**config.mk**
```make
export PLATFORM = sky130hd
export DESIGN_NAME = parity_rx_check
export DESIGN_NICKNAME = d
export VERILOG_FILES = /design/src/rtl/parity_rx_check.sv
export SDC_FILE = /design/constraint.sdc
export NUM_CORES = 1
export LEC_CHECK = 0
export CORE_MARGIN = 1.5
export CORE_UTILIZATION = 55
export DETAILED_ROUTE_END_ITERATION = 8
export PLACE_DENSITY = 0.87
export SETUP_SLACK_MARGIN = 0.4
export SYNTH_ARGS = -nofsm -noshare
export SYNTH_HDL_FRONTEND = slang
export SYNTH_SLANG_ARGS = --single-unit
```
**constraint.sdc**
```tcl
create_clock -name CP -period 2.55 [get_ports CP]
set_input_delay 0.51 -clock CP [delete_from_list [all_inputs] [get_ports CP]]
set_output_delay 0.51 -clock CP [all_outputs]
set_load 0.005 [all_outputs]
```
**src/rtl/parity_rx_check.sv**
```systemverilog
// Serial receive-side parity checker. Deserialises DATA_W bits, LSB first, then checks one parity bit.
// Presents the word, a parity-error flag and a saturating error count.
module parity_rx_check #(
    parameter int DATA_W     = 8,
    parameter int PARITY_ODD = 0,
    parameter int CNT_W      = 8
) (
    input  logic              CP,
    input  logic              RST,
    input  logic              SI,
    input  logic              SV,
    input  logic              ABORT,
    output logic [DATA_W-1:0] DOUT,
    output logic              DV,
    output logic              PERR,
    output logic              BUSY,
    output logic [CNT_W-1:0]  ERRCNT
);

    localparam int CW = $clog2(DATA_W + 1);
    localparam logic [DATA_W-1:0] WORD_ONE  = {{(DATA_W-1){1'b0}}, 1'b1};
    localparam logic [DATA_W-1:0] WORD_ZERO = {DATA_W{1'b0}};
    localparam logic [CNT_W-1:0]  ERR_MAX   = {CNT_W{1'b1}};
    localparam logic [CW-1:0]     CNT_LAST  = CW'(DATA_W - 1);
    localparam logic              ODD_BIT   = (PARITY_ODD != 0) ? 1'b1 : 1'b0;

    typedef enum logic [1:0] {
        ST_IDLE   = 2'd0,
        ST_SHIFT  = 2'd1,
        ST_PARITY = 2'd2
    } state_t;

    state_t            state_r, state_s;
    logic [CW-1:0]     cnt_r, cnt_s;
    logic [DATA_W-1:0] shift_r, shift_s;
    logic              par_r, par_s;
    logic [DATA_W-1:0] dout_s;
    logic              dv_s, perr_s, busy_s;
    logic [CNT_W-1:0]  errcnt_s;

    // Frame error: running data parity XOR parity bit, offset by the selected sense.
    function automatic logic frame_err(input logic run_par, input logic par_bit, input logic odd);
        return run_par ^ par_bit ^ odd;
    endfunction

    // Next-state and next-output logic; SI is only looked at when SV qualifies it.
    always_comb begin
        state_s  = state_r;
        cnt_s    = cnt_r;
        shift_s  = shift_r;
        par_s    = par_r;
        dout_s   = DOUT;
        perr_s   = PERR;
        dv_s     = 1'b0;
        errcnt_s = ERRCNT;
        if (ABORT) begin
            state_s = ST_IDLE;
            cnt_s   = {CW{1'b0}};
            par_s   = 1'b0;
        end else begin
            case (state_r)
                ST_IDLE: begin
                    if (SV) begin
                        shift_s = SI ? WORD_ONE : WORD_ZERO;
                        par_s   = SI;
                        cnt_s   = CW'(1);
                        state_s = ST_SHIFT;
                    end else begin
                        state_s = ST_IDLE;
                    end
                end
                ST_SHIFT: begin
                    if (SV) begin
                        shift_s = SI ? (shift_r | (WORD_ONE << cnt_r)) : shift_r;
                        par_s   = par_r ^ SI;
                        cnt_s   = cnt_r + CW'(1);
                        if (cnt_r == CNT_LAST) begin
                            state_s = ST_PARITY;
                        end else begin
                            state_s = ST_SHIFT;
                        end
                    end else begin
                        state_s = ST_SHIFT;
                    end
                end
                ST_PARITY: begin
                    if (SV) begin
                        dout_s  = shift_r;
                        perr_s  = frame_err(par_r, SI, ODD_BIT);
                        dv_s    = 1'b1;
                        state_s = ST_IDLE;
                        cnt_s   = {CW{1'b0}};
                        par_s   = 1'b0;
                        if (perr_s && (ERRCNT != ERR_MAX)) begin
                            errcnt_s = ERRCNT + CNT_W'(1);
                        end else begin
                            errcnt_s = ERRCNT;
                        end
                    end else begin
                        state_s = ST_PARITY;
                    end
                end
                default: begin
                    state_s = ST_IDLE;
                    cnt_s   = {CW{1'b0}};
                    par_s   = 1'b0;
                end
            endcase
        end
        busy_s = (state_s != ST_IDLE);
    end

    // FSM state register with synchronous reset.
    always_ff @(posedge CP) begin
        if (RST) begin
            state_r <= ST_IDLE;
        end else begin
            state_r <= state_s;
        end
    end

    // Datapath and registered outputs.
    always_ff @(posedge CP) begin
        if (RST) begin
            cnt_r   <= {CW{1'b0}};
            shift_r <= WORD_ZERO;
            par_r   <= 1'b0;
            DOUT    <= WORD_ZERO;
            DV      <= 1'b0;
            PERR    <= 1'b0;
            BUSY    <= 1'b0;
            ERRCNT  <= {CNT_W{1'b0}};
        end else begin
            cnt_r   <= cnt_s;
            shift_r <= shift_s;
            par_r   <= par_s;
            DOUT    <= dout_s;
            DV      <= dv_s;
            PERR    <= perr_s;
            BUSY    <= busy_s;
            ERRCNT  <= errcnt_s;
        end
    end

endmodule

```
==> flow_metrics.env, run 1 <==
export IMPL_outcome="completed"
export IMPL_fin_skew_ns=0.0109
export IMPL_layout_min_cycle_time_ns=1.92
export IMPL_rr_startpoint="state_r[1]$_SDFF_PP0_"
export IMPL_max_vdd_ir_drop_mv=0.476
export IMPL_final_nets=207
export IMPL_cts_max_level=2
export IMPL_numCtsBuffers=5
export IMPL_fin_cells=226
export IMPL_die_area_mm2=0.00306
export IMPL_synth_top_flop_cell="dfxtp_1"
export IMPL_hold_path_depth=2
export IMPL_antenna_left=0
export IMPL_start_kind="input port"
export IMPL_hp_start="DOUT[6]$_SDFFE_PP0P_"
export IMPL_dp_cells=218
export IMPL_port_buffers=23
export IMPL_yosysWarnings=0
export IMPL_cp_end_kind="flip-flop"
export IMPL_internal_power_mw=0.744
export IMPL_syn_num_nets=184
export IMPL_crit_required_ns=2.84
export IMPL_period_share=0.755
export IMPL_gp_congestion=0.799
export IMPL_rows=18
export IMPL_die_x_um=55.3
export IMPL_io_pins=24
export IMPL_hold_class="flip-flop to flip-flop"
export IMPL_cts_buffer_depth=2
export IMPL_synth_area_mm2=0.00150
export IMPL_p_seq_frac=0.564
export IMPL_rrSetupSlack_ns=0.68
export IMPL_min_to="DOUT[6]$_SDFFE_PP0P_"
export IMPL_power_density_mw_per_mm2=526
export IMPL_drtIter0Drc=42
export IMPL_async_reset_ff_frac=0
export IMPL_cp_max_fo=8
export IMPL_clockRootBuffer="clkbuf_4"
export IMPL_maxCapViolCount=0
export IMPL_postCtsSetupRepairBufs=0
export IMPL_vias=1293
export IMPL_rsz0062_at_grt="false"
export IMPL_synth_edf_count=0
export IMPL_relSlewSlack=0.712
export IMPL_initial_utilization=0.596
export IMPL_via_per_inst=5.72
export IMPL_grt_max_degree=21
export IMPL_fin_setup_tns_ns=0
export IMPL_power_leakage_nw=0.676
export IMPL_synthDistinctLibCells=40
export IMPL_drv_slew=0
export IMPL_wire_per_inst_um=13.3
export IMPL_grt_pass1_wl_um=5000
export IMPL_antenna_found_initial=0
export IMPL_area_growth_pct=21.2
export IMPL_synth_seq_cells=34
export IMPL_seq_area_frac_synth=0.453
export IMPL_core_area_mm2=0.00252
export IMPL_clk_pin_slew_worst_paths_ns=0.10
export IMPL_drive_above_1_share=0.0714
export IMPL_dp_hpwl_um=2080
export IMPL_gr_total_overflow=0
export IMPL_avgSynthCellArea_um2=8.74
export IMPL_rr_endpoint="ERRCNT[7]$_SDFFE_PP0P_"
export IMPL_max_freq_mhz=520
export IMPL_cts_repair_resized=0
export IMPL_tightest_slew_ns=0.432
export IMPL_path_class="input port to flip-flop"
export IMPL_grtUsageTotal=0.208
export IMPL_hold_buffers=0
export IMPL_sw_frac_of_total=0.224
export IMPL_p_switching_mw=0.215
export IMPL_finalSetupViolCount=0
export IMPL_first_pass_iters=4
export IMPL_num_antenna_cells=0
export IMPL_hold_viol_final=0
export IMPL_pwr_share_comb=0.051
export IMPL_fp_dieH_um=55.3
export IMPL_p_clk_frac=0.385
export IMPL_cts_sinks=34
export IMPL_reg2reg_depth=4
export IMPL_arrival_ns=2.21
export IMPL_drc=0
export IMPL_synthCells=172
export IMPL_grt_pass1_vias=1139
export IMPL_wirelength_um=3020
export IMPL_tritoncts="built"
export IMPL_clock_latency_ns=0.35
state kept, by name, summed over array words and instances, names as in the netlist:
| register | flops |
|---|---|
| BUSY | 1 |
| DOUT | 8 |
| DV | 1 |
| ERRCNT | 8 |
| PERR | 1 |
| cnt_r | 4 |
| par_r | 1 |
| shift_r | 8 |
| state_r | 2 |
worst max-delay path by stage:
stage               slack [ns]  depth (start not counted)                endpoint  startpoint
floorplan                 0.87                          5  ERRCNT[7]$_SDFFE_PP0P_          SI
global placement          0.32                          5  ERRCNT[7]$_SDFFE_PP0P_          SI
detailed placement        0.29                          5  ERRCNT[7]$_SDFFE_PP0P_          SI
CTS                       0.65                          5  ERRCNT[7]$_SDFFE_PP0P_          SI
global route              0.53                          5  ERRCNT[7]$_SDFFE_PP0P_          SI
finish                    0.63                          5  ERRCNT[7]$_SDFFE_PP0P_          SI
metal layers:
layer	wire, um	global-route usage
met1	1360	0.249
met2	1440	0.325
met3	128	0.0515
met4	89	0.143
met5	0	0
through the flow:
stage	setup slack (ns)	hold slack [ns]	utilization	cell area, um^2	power [mW]
after CTS	0.648	0.460	0.723	1820	0.963
after global placement	0.318	0.444	0.691	1740	0.599
after detailed placement	0.292	0.447	0.691	1740	0.600
final	0.625	0.456	0.723	1820	0.959
after floorplan	0.875	0.431	-	1500	0.586
after global routing	0.526	0.479	0.723	1820	0.985
cell usage after synthesis, types with 3 or more instances:
cell      count  area share
a21oi_1      21       0.070
a31oi_1       5       0.021
clkbuf_1      5       0.012
dfxtp_1      34        0.45
ha_1          7       0.058
inv_1         5       0.012
nand2_1      22       0.055
nand3_1       3       0.010
nand3b_1      3       0.015
nand4_1       3       0.012
nor2_1       22       0.055
o21ai_0       3       0.010
o31ai_1       3       0.015
final cells by class:
cell class / instances / area (um^2)
fillers: 182 / 699
flip-flops and latches: 34 / 681
multi-input cells: 124 / 762
inverters: 5 / 18.8
clock buffers: 8 / 78.8
repair buffers: 25 / 245
well taps: 30 / 37.5
logic make-up after synthesis:
| logic type | count (synthesis) | share of synthesized area |
|---|---|---|
| compound gates | 41 | 0.174 |
| flops | 34 | 0.453 |
| buf+inv | 14 | 0.0408 |
| mux | 2 | 0.0133 |
| xor+xnor | 5 | 0.0341 |
| fa+ha+maj | 7 | 0.0582 |
| simple gates | 69 | 0.227 |
worst max-delay path, stage by stage:
cell             delay (ns)
clkdlybuf4s50_1        0.62
xor2_2                 0.28
o211ai_4               0.17
or4b_1                 0.49
a21oi_1                0.15
power groups by stage:
stage	logic, mW	registers (mW)	clock network [mW]
after floorplan	0.0356	0.550	0
after global placement	0.0465	0.552	0
after detailed placement	0.0476	0.553	0
after CTS	0.0482	0.540	0.374
after global routing	0.0538	0.541	0.390
final	0.0490	0.541	0.369
cells in the final DEF, fill, tap and decap left out, types with 5 or more instances in the layout:
| cell | n |
|---|---|
| a21oi_1 | 21 |
| a31oi_1 | 5 |
| clkbuf_4 | 5 |
| clkdlybuf4s50_1 | 23 |
| dfxtp_1 | 34 |
| ha_1 | 7 |
| inv_1 | 5 |
| nand2_1 | 22 |
| nor2_1 | 22 |
No activity file was read; power rests on OpenSTA's default activity.
==> run 2: changes to the inputs <==
--- a/config.mk
+++ b/config.mk
@@ -6,9 +6,9 @@
 export NUM_CORES = 1
 export LEC_CHECK = 0
 export CORE_MARGIN = 1.5
-export CORE_UTILIZATION = 55
+export CORE_UTILIZATION = 52
 export DETAILED_ROUTE_END_ITERATION = 8
-export PLACE_DENSITY = 0.87
+export PLACE_DENSITY = 0.83
 export SETUP_SLACK_MARGIN = 0.4
 export SYNTH_ARGS = -nofsm -noshare
 export SYNTH_HDL_FRONTEND = slang
==> constraint.sdc (replaced) <==
create_clock -name CP -period 2 [get_ports CP]
set_input_delay 0.4 -clock CP [delete_from_list [all_inputs] [get_ports CP]]
set_output_delay 0.4 -clock CP [all_outputs]
set_load 0.005 [all_outputs]
==> run 2 against run 1 <==
- design area up 11%
- critical path depth fell by 4
- setup slack worse by 0.21 ns
- critical path type is now flip-flop to output pin
- via count rose by 4.2%
- largest cell class unchanged
- critical endpoint is now ERRCNT[4]
- sequential cell count did not move
==> flow_metrics.env, run 2 (synthesis results as in run 1) <==
export IMPL_grt_pass1_wl_um=5420
export IMPL_drtIter0Drc=32
export IMPL_cp_end_kind="output pin"
export IMPL_vias=1347
export IMPL_start_kind="flip-flop"
export IMPL_power_density_mw_per_mm2=616
export IMPL_die_x_um=56.8
export IMPL_finalSetupViolCount=0
export IMPL_max_vdd_ir_drop_mv=0.682
export IMPL_reg_top3="DOUT: 8 flops, ERRCNT: 8 flops, shift_r: 8 flops"
export IMPL_cts_buffer_depth=2
export IMPL_tritoncts="built"
export IMPL_relSlewSlack=0.734
export IMPL_layout_min_cycle_time_ns=1.58
export IMPL_io_pins=24
export IMPL_crit_chain="clkdlybuf4s50_1"
export IMPL_grt_max_degree=21
export IMPL_drv_slew=0
export IMPL_antenna_left=0
export IMPL_outcome="completed"
export IMPL_rsz0062_at_grt="true"
export IMPL_path_delay_family="buffers and inverters"
export IMPL_arrival_ns=1.18
export IMPL_rows=19
export IMPL_dp_hpwl_um=2230
export IMPL_path_class="flip-flop to output pin"
export IMPL_area_growth_pct=34.1
export IMPL_core_area_mm2=0.00276
export IMPL_rrSetupSlack_ns=0.48
export IMPL_via_per_inst=5.52
export IMPL_final_nets=224
export IMPL_clock_latency_ns=0.34
export IMPL_clk_pin_slew_worst_paths_ns=0.10
export IMPL_initial_utilization=0.545
export IMPL_die_area_mm2=0.00322
export IMPL_port_buffers=23
export IMPL_gr_total_overflow=0
export IMPL_tightest_slew_ns=0.398
export IMPL_hold_buffers=0
export IMPL_fin_skew_ns=0.0102
export IMPL_wire_per_inst_um=13.1
export IMPL_grt_pass1_vias=1242
export IMPL_cpMaxStageDelayCell="clkdlybuf4s50_1"
export IMPL_wirelength_um=3190
export IMPL_hold_viol_final=0
export IMPL_multi_input_area_um2=776
export IMPL_fill_cells=220
export IMPL_p_total_mw=1.24
export IMPL_fp_dieH_um=56.8
export IMPL_max_stage_delay_ns=0.49
export IMPL_crit_required_ns=1.60
export IMPL_hp_start="shift_r[7]$_SDFFE_PP0P_"
export IMPL_cp_max_fo=2
export IMPL_startpoint="ERRCNT[4]$_SDFFE_PP0P_"
export IMPL_grtUsageTotal=0.215
export IMPL_cts_max_level=2
export IMPL_maxCapViolCount=0
export IMPL_final_cell_mix="nor2_1, nand2_1, a21oi_1"
export IMPL_power_leakage_nw=0.958
export IMPL_drive_above_1_share=0.244
export IMPL_cts_sinks=34
export IMPL_gp_congestion=0.815
export IMPL_hold_class="flip-flop to flip-flop"
export IMPL_clockRootBuffer="clkbuf_4"
export IMPL_period_share=0.790
export IMPL_first_pass_iters=4
export IMPL_regArea_um2=713
export IMPL_worst_hold_slack_ns=0.454
export IMPL_numCtsBuffers=5
export IMPL_num_antenna_cells=0
export IMPL_max_freq_mhz=633
export IMPL_antenna_found_initial=0
export IMPL_rr_startpoint="ERRCNT[5]$_SDFFE_PP0P_"
export IMPL_crit_buf_inv=1
export IMPL_drc=0
## run 2: cell types whose count changed in the layout (fill, tap and decap cells not counted), moves of 2 or more
cell / before / now
dfxtp_4: 0 / 4
dlygate4sd2_1: 0 / 4
buf_4: 2 / 19
dfxtp_1: 34 / 16
clkdlybuf4s50_1: 23 / 9
clkinv_2: 0 / 2
clkbuf_8: 3 / 0
dfxtp_2: 0 / 14
dlymetal6s2s_1: 0 / 10
## run 2: final timing paths
path,end,cells after the start
setup / recovery,ERRCNT[4],1
hold / removal,DOUT[7]$_SDFFE_PP0P_,2
setup reg to reg,ERRCNT[7]$_SDFFE_PP0P_,5
hold reg to reg,DOUT[7]$_SDFFE_PP0P_,2
## run 2: through the flow
stage	cell area [um^2]	instances	setup WS [ns]	TNS (ns)	util
after floorplan	1500	172	0.435	0	-
after global placement	1800	226	0.0291	0	0.652
after detailed placement	1800	226	-0.0747	-0.0747	0.652
after CTS	1950	241	0.345	0	0.706
after global routing	2020	244	0.384	0	0.731
final	2020	244	0.419	0	0.731
## run 2: worst reg2reg max path, stage by stage (launching register included)
cell and delay [ns]:
dfxtp_4 0.35, buf_4 0.14, nand4_1 0.19, o211ai_4 0.14
or4b_4 0.50, a21oi_2 0.14
## run 2: layout make-up
type,count,share of cell area
Timing Repair Buffer,42,0.195
Inverter,5,0.00931
Clock buffer,5,0.0186
Sequential cell,34,0.354
Clock inverter,3,0.0199
Tap cell,31,0.0192
Multi-Input combinational cell,124,0.385
## run 2: layer usage
metal | vias to the layer above | wire length, um | track usage | part of all wire
met4 | 0 | 29 | 0.103 | 0.0091
met5 | - | 0 | 0 | 0
met2 | 33 | 1560 | 0.355 | 0.49
met1 | 627 | 1410 | 0.261 | 0.44
li1 | 683 | - | - | -
met3 | 4 | 193 | 0.0507 | 0.060
## run 2: power by group
part           internal, mW  leakage (nW)  total [mW]  switching [mW]
sequential            0.677         0.285       0.681         0.00426
clock                 0.259        0.0450       0.491           0.232
combinational        0.0315         0.629      0.0716          0.0401
## run 2: repair_timing
item	CTS	global route
gates resized for setup	18	21
pin swaps	2	2
endpoints found under the setup margin	14	26
cloned	0	0
setup buffers	7	3
==> run 3: changes to the inputs <==
==> constraint.sdc (replaced) <==
create_clock -name CP -period 1.55 [get_ports CP]
set_input_delay 0.31 -clock CP [delete_from_list [all_inputs] [get_ports CP]]
set_output_delay 0.31 -clock CP [all_outputs]
set_load 0.005 [all_outputs]
==> run 3 against run 2 <==
- setup slack lost 0.41 ns
- first-iteration DRC count grew 88%
- sequential cell count is the same
- critical endpoint is now ERRCNT[6]$_SDFFE_PP0P_
- clock power grew 22%
- critical path type is now flip-flop to flip-flop
- sequential power grew 28%
- design area grew 11%
- largest cell class unchanged
- critical path depth grew 4
- count of clock-buffer cells in the layout grew 1
- sequential share of layout area shrank 2.7 points
==> flow_metrics.env, run 3 (synthesis results as in run 1) <==
export IMPL_antenna_left=0
export IMPL_sw_frac_of_total=0.251
export IMPL_initial_utilization=0.545
export IMPL_first_pass_iters=4
export IMPL_rows=19
export IMPL_pwr_share_comb=0.076
export IMPL_p_seq_frac=0.547
export IMPL_port_buffers=23
export IMPL_hold_viol_final=0
export IMPL_clockRootBuffer="clkbuf_4"
export IMPL_tightest_slew_ns=0.291
export IMPL_wirelength_um=4200
export IMPL_hold_buffers=0
export IMPL_fill_cells=170
export IMPL_num_antenna_cells=0
export IMPL_outcome="completed"
export IMPL_p_switching_mw=0.400
export IMPL_cts_max_level=2
export IMPL_path_class="flip-flop to flip-flop"
export IMPL_period_share=0.997
export IMPL_crit_required_ns=1.83
export IMPL_arrival_ns=1.83
export IMPL_dp_cells=232
export IMPL_grt_pass1_vias=1377
export IMPL_clk_pin_slew_worst_paths_ns=0.11
export IMPL_vias=1523
export IMPL_final_nets=243
export IMPL_gp_congestion=0.783
export IMPL_drtIter0Drc=60
export IMPL_cts_sinks=34
export IMPL_drv_slew=0
export IMPL_power_leakage_nw=0.924
export IMPL_p_clk_frac=0.376
export IMPL_cpMaxStageDelayCell="or3_1"
export IMPL_numCtsBuffers=5
export IMPL_area_growth_pct=48.8
export IMPL_internal_power_mw=1.19
export IMPL_cts_buffer_depth=2
export IMPL_cp_max_fo=3
export IMPL_fin_skew_ns=0.0102
export IMPL_finalSetupViolCount=0
export IMPL_relSlewSlack=0.804
export IMPL_grt_max_degree=21
export IMPL_cp_end_kind="flip-flop"
export IMPL_dp_hpwl_um=2250
export IMPL_grt_pass1_wl_um=6070
export IMPL_io_pins=24
export IMPL_hold_class="flip-flop to flip-flop"
export IMPL_power_density_mw_per_mm2=712
export IMPL_final_common_cell="buf_4"
export IMPL_fin_cells=263
export IMPL_drive_above_1_share=0.487
export IMPL_gr_total_overflow=0
export IMPL_p_total_mw=1.59
export IMPL_fin_util=0.812
export IMPL_layout_min_cycle_time_ns=1.55
export IMPL_wire_per_inst_um=16.0
export IMPL_maxCapViolCount=0
export IMPL_drc=0
export IMPL_final_cell_mix="buf_4, nand2_1, nor2_1"
export IMPL_antenna_found_initial=0
export IMPL_core_area_mm2=0.00276
export IMPL_die_x_um=56.8
export IMPL_setup_slack_ns=0.00432
export IMPL_die_area_mm2=0.00322
export IMPL_max_freq_mhz=647
export IMPL_reg_top3="DOUT: 8 flops, ERRCNT: 8 flops, shift_r: 8 flops"
export IMPL_crit_chain="and4bb_4 -> buf_4 -> nand4_1 -> or3_1 -> a21oi_1"
export IMPL_start_kind="flip-flop"
export IMPL_clock_latency_ns=0.34
export IMPL_max_vdd_ir_drop_mv=0.796
export IMPL_grtUsageTotal=0.240
export IMPL_via_per_inst=5.79
export IMPL_worst_hold_slack_ns=0.458
export IMPL_fp_dieH_um=56.8
export IMPL_tritoncts="built"
export IMPL_rsz0062_at_grt="true"
export IMPL_max_stage_delay_ns=0.39
export IMPL_place_ws_ns=-0.370
## run 3: changes by cell type in the layout (fill, tap and decap cells not counted), moves of 4 or more
cell / previous run / this run
buf_2: 0 / 14
buf_4: 19 / 30
buf_6: 0 / 11
clkdlybuf4s50_1: 9 / 1
dfxtp_1: 16 / 11
dfxtp_4: 4 / 9
dlymetal6s2s_1: 10 / 0
ha_1: 7 / 3
ha_4: 0 / 4
## run 3: worst max-delay path, delay by kind of cell, from the launching register on
kind                   cells  cell delay [ns]
AND/OR/NAND/NOR            3             0.90
flip-flops                 1             0.33
buffers and inverters      1             0.13
AO/OA/AOI/OAI              1             0.12
## run 3: per-layer routing
layer | vias to the layer above | share of wire | wire length (um) | GRT usage
met5 | - | 0 | 0 | 0
met4 | 0 | 0.025 | 107 | 0.113
met3 | 13 | 0.051 | 212 | 0.0507
met2 | 59 | 0.49 | 2060 | 0.379
met1 | 722 | 0.43 | 1820 | 0.312
li1 | 729 | - | - | -
## run 3: area by class of cell
cell class,instances,area [um^2],area share
Multi-Input combinational cell,124,892,0.399
Sequential cell,34,732,0.327
Timing Repair Buffer,61,475,0.212
Clock buffer,6,62.6,0.0279
Tap cell,31,38.8,0.0173
Inverter,5,23.8,0.0106
Clock inverter,2,13.8,0.00615
## run 3: path summary, 6_finish.rpt
kind                         start  slack, ns                      to  cells after the start
max          state_r[0]$_SDFF_PP0_      0.004  ERRCNT[6]$_SDFFE_PP0P_                      5
min           DOUT[1]$_SDFFE_PP0P_       0.46    DOUT[1]$_SDFFE_PP0P_                      2
max reg2reg  state_r[0]$_SDFF_PP0_      0.004  ERRCNT[6]$_SDFFE_PP0P_                      5
min reg2reg   DOUT[1]$_SDFFE_PP0P_       0.46    DOUT[1]$_SDFFE_PP0P_                      2
## run 3: metrics by stage
| step | instance area, um^2 | setup TNS, ns |
|---|---|---|
| CTS | 2100 | 0 |
| detailed placement | 1900 | -4.32 |
| floorplan | 1570 | 0 |
| finish | 2240 | 0 |
| global route | 2240 | -0.119 |
| global placement | 1900 | -2.86 |
## run 3: what timing repair did
action / in CTS / in global routing
gates resized for setup: 102 / 32
pin swaps: 5 / 10
setup endpoints to repair: 53 / 38
setup buffers: 18 / 5
## run 3: power by group through the flow
stage                     logic, mW  registers [mW]  clock network (mW)
after detailed placement      0.102           0.903                   0
after floorplan              0.0635           0.902                   0
final                         0.122           0.872               0.600
after global routing          0.132           0.873               0.638
after CTS                     0.106           0.873               0.597
after global placement       0.0975           0.902                   0
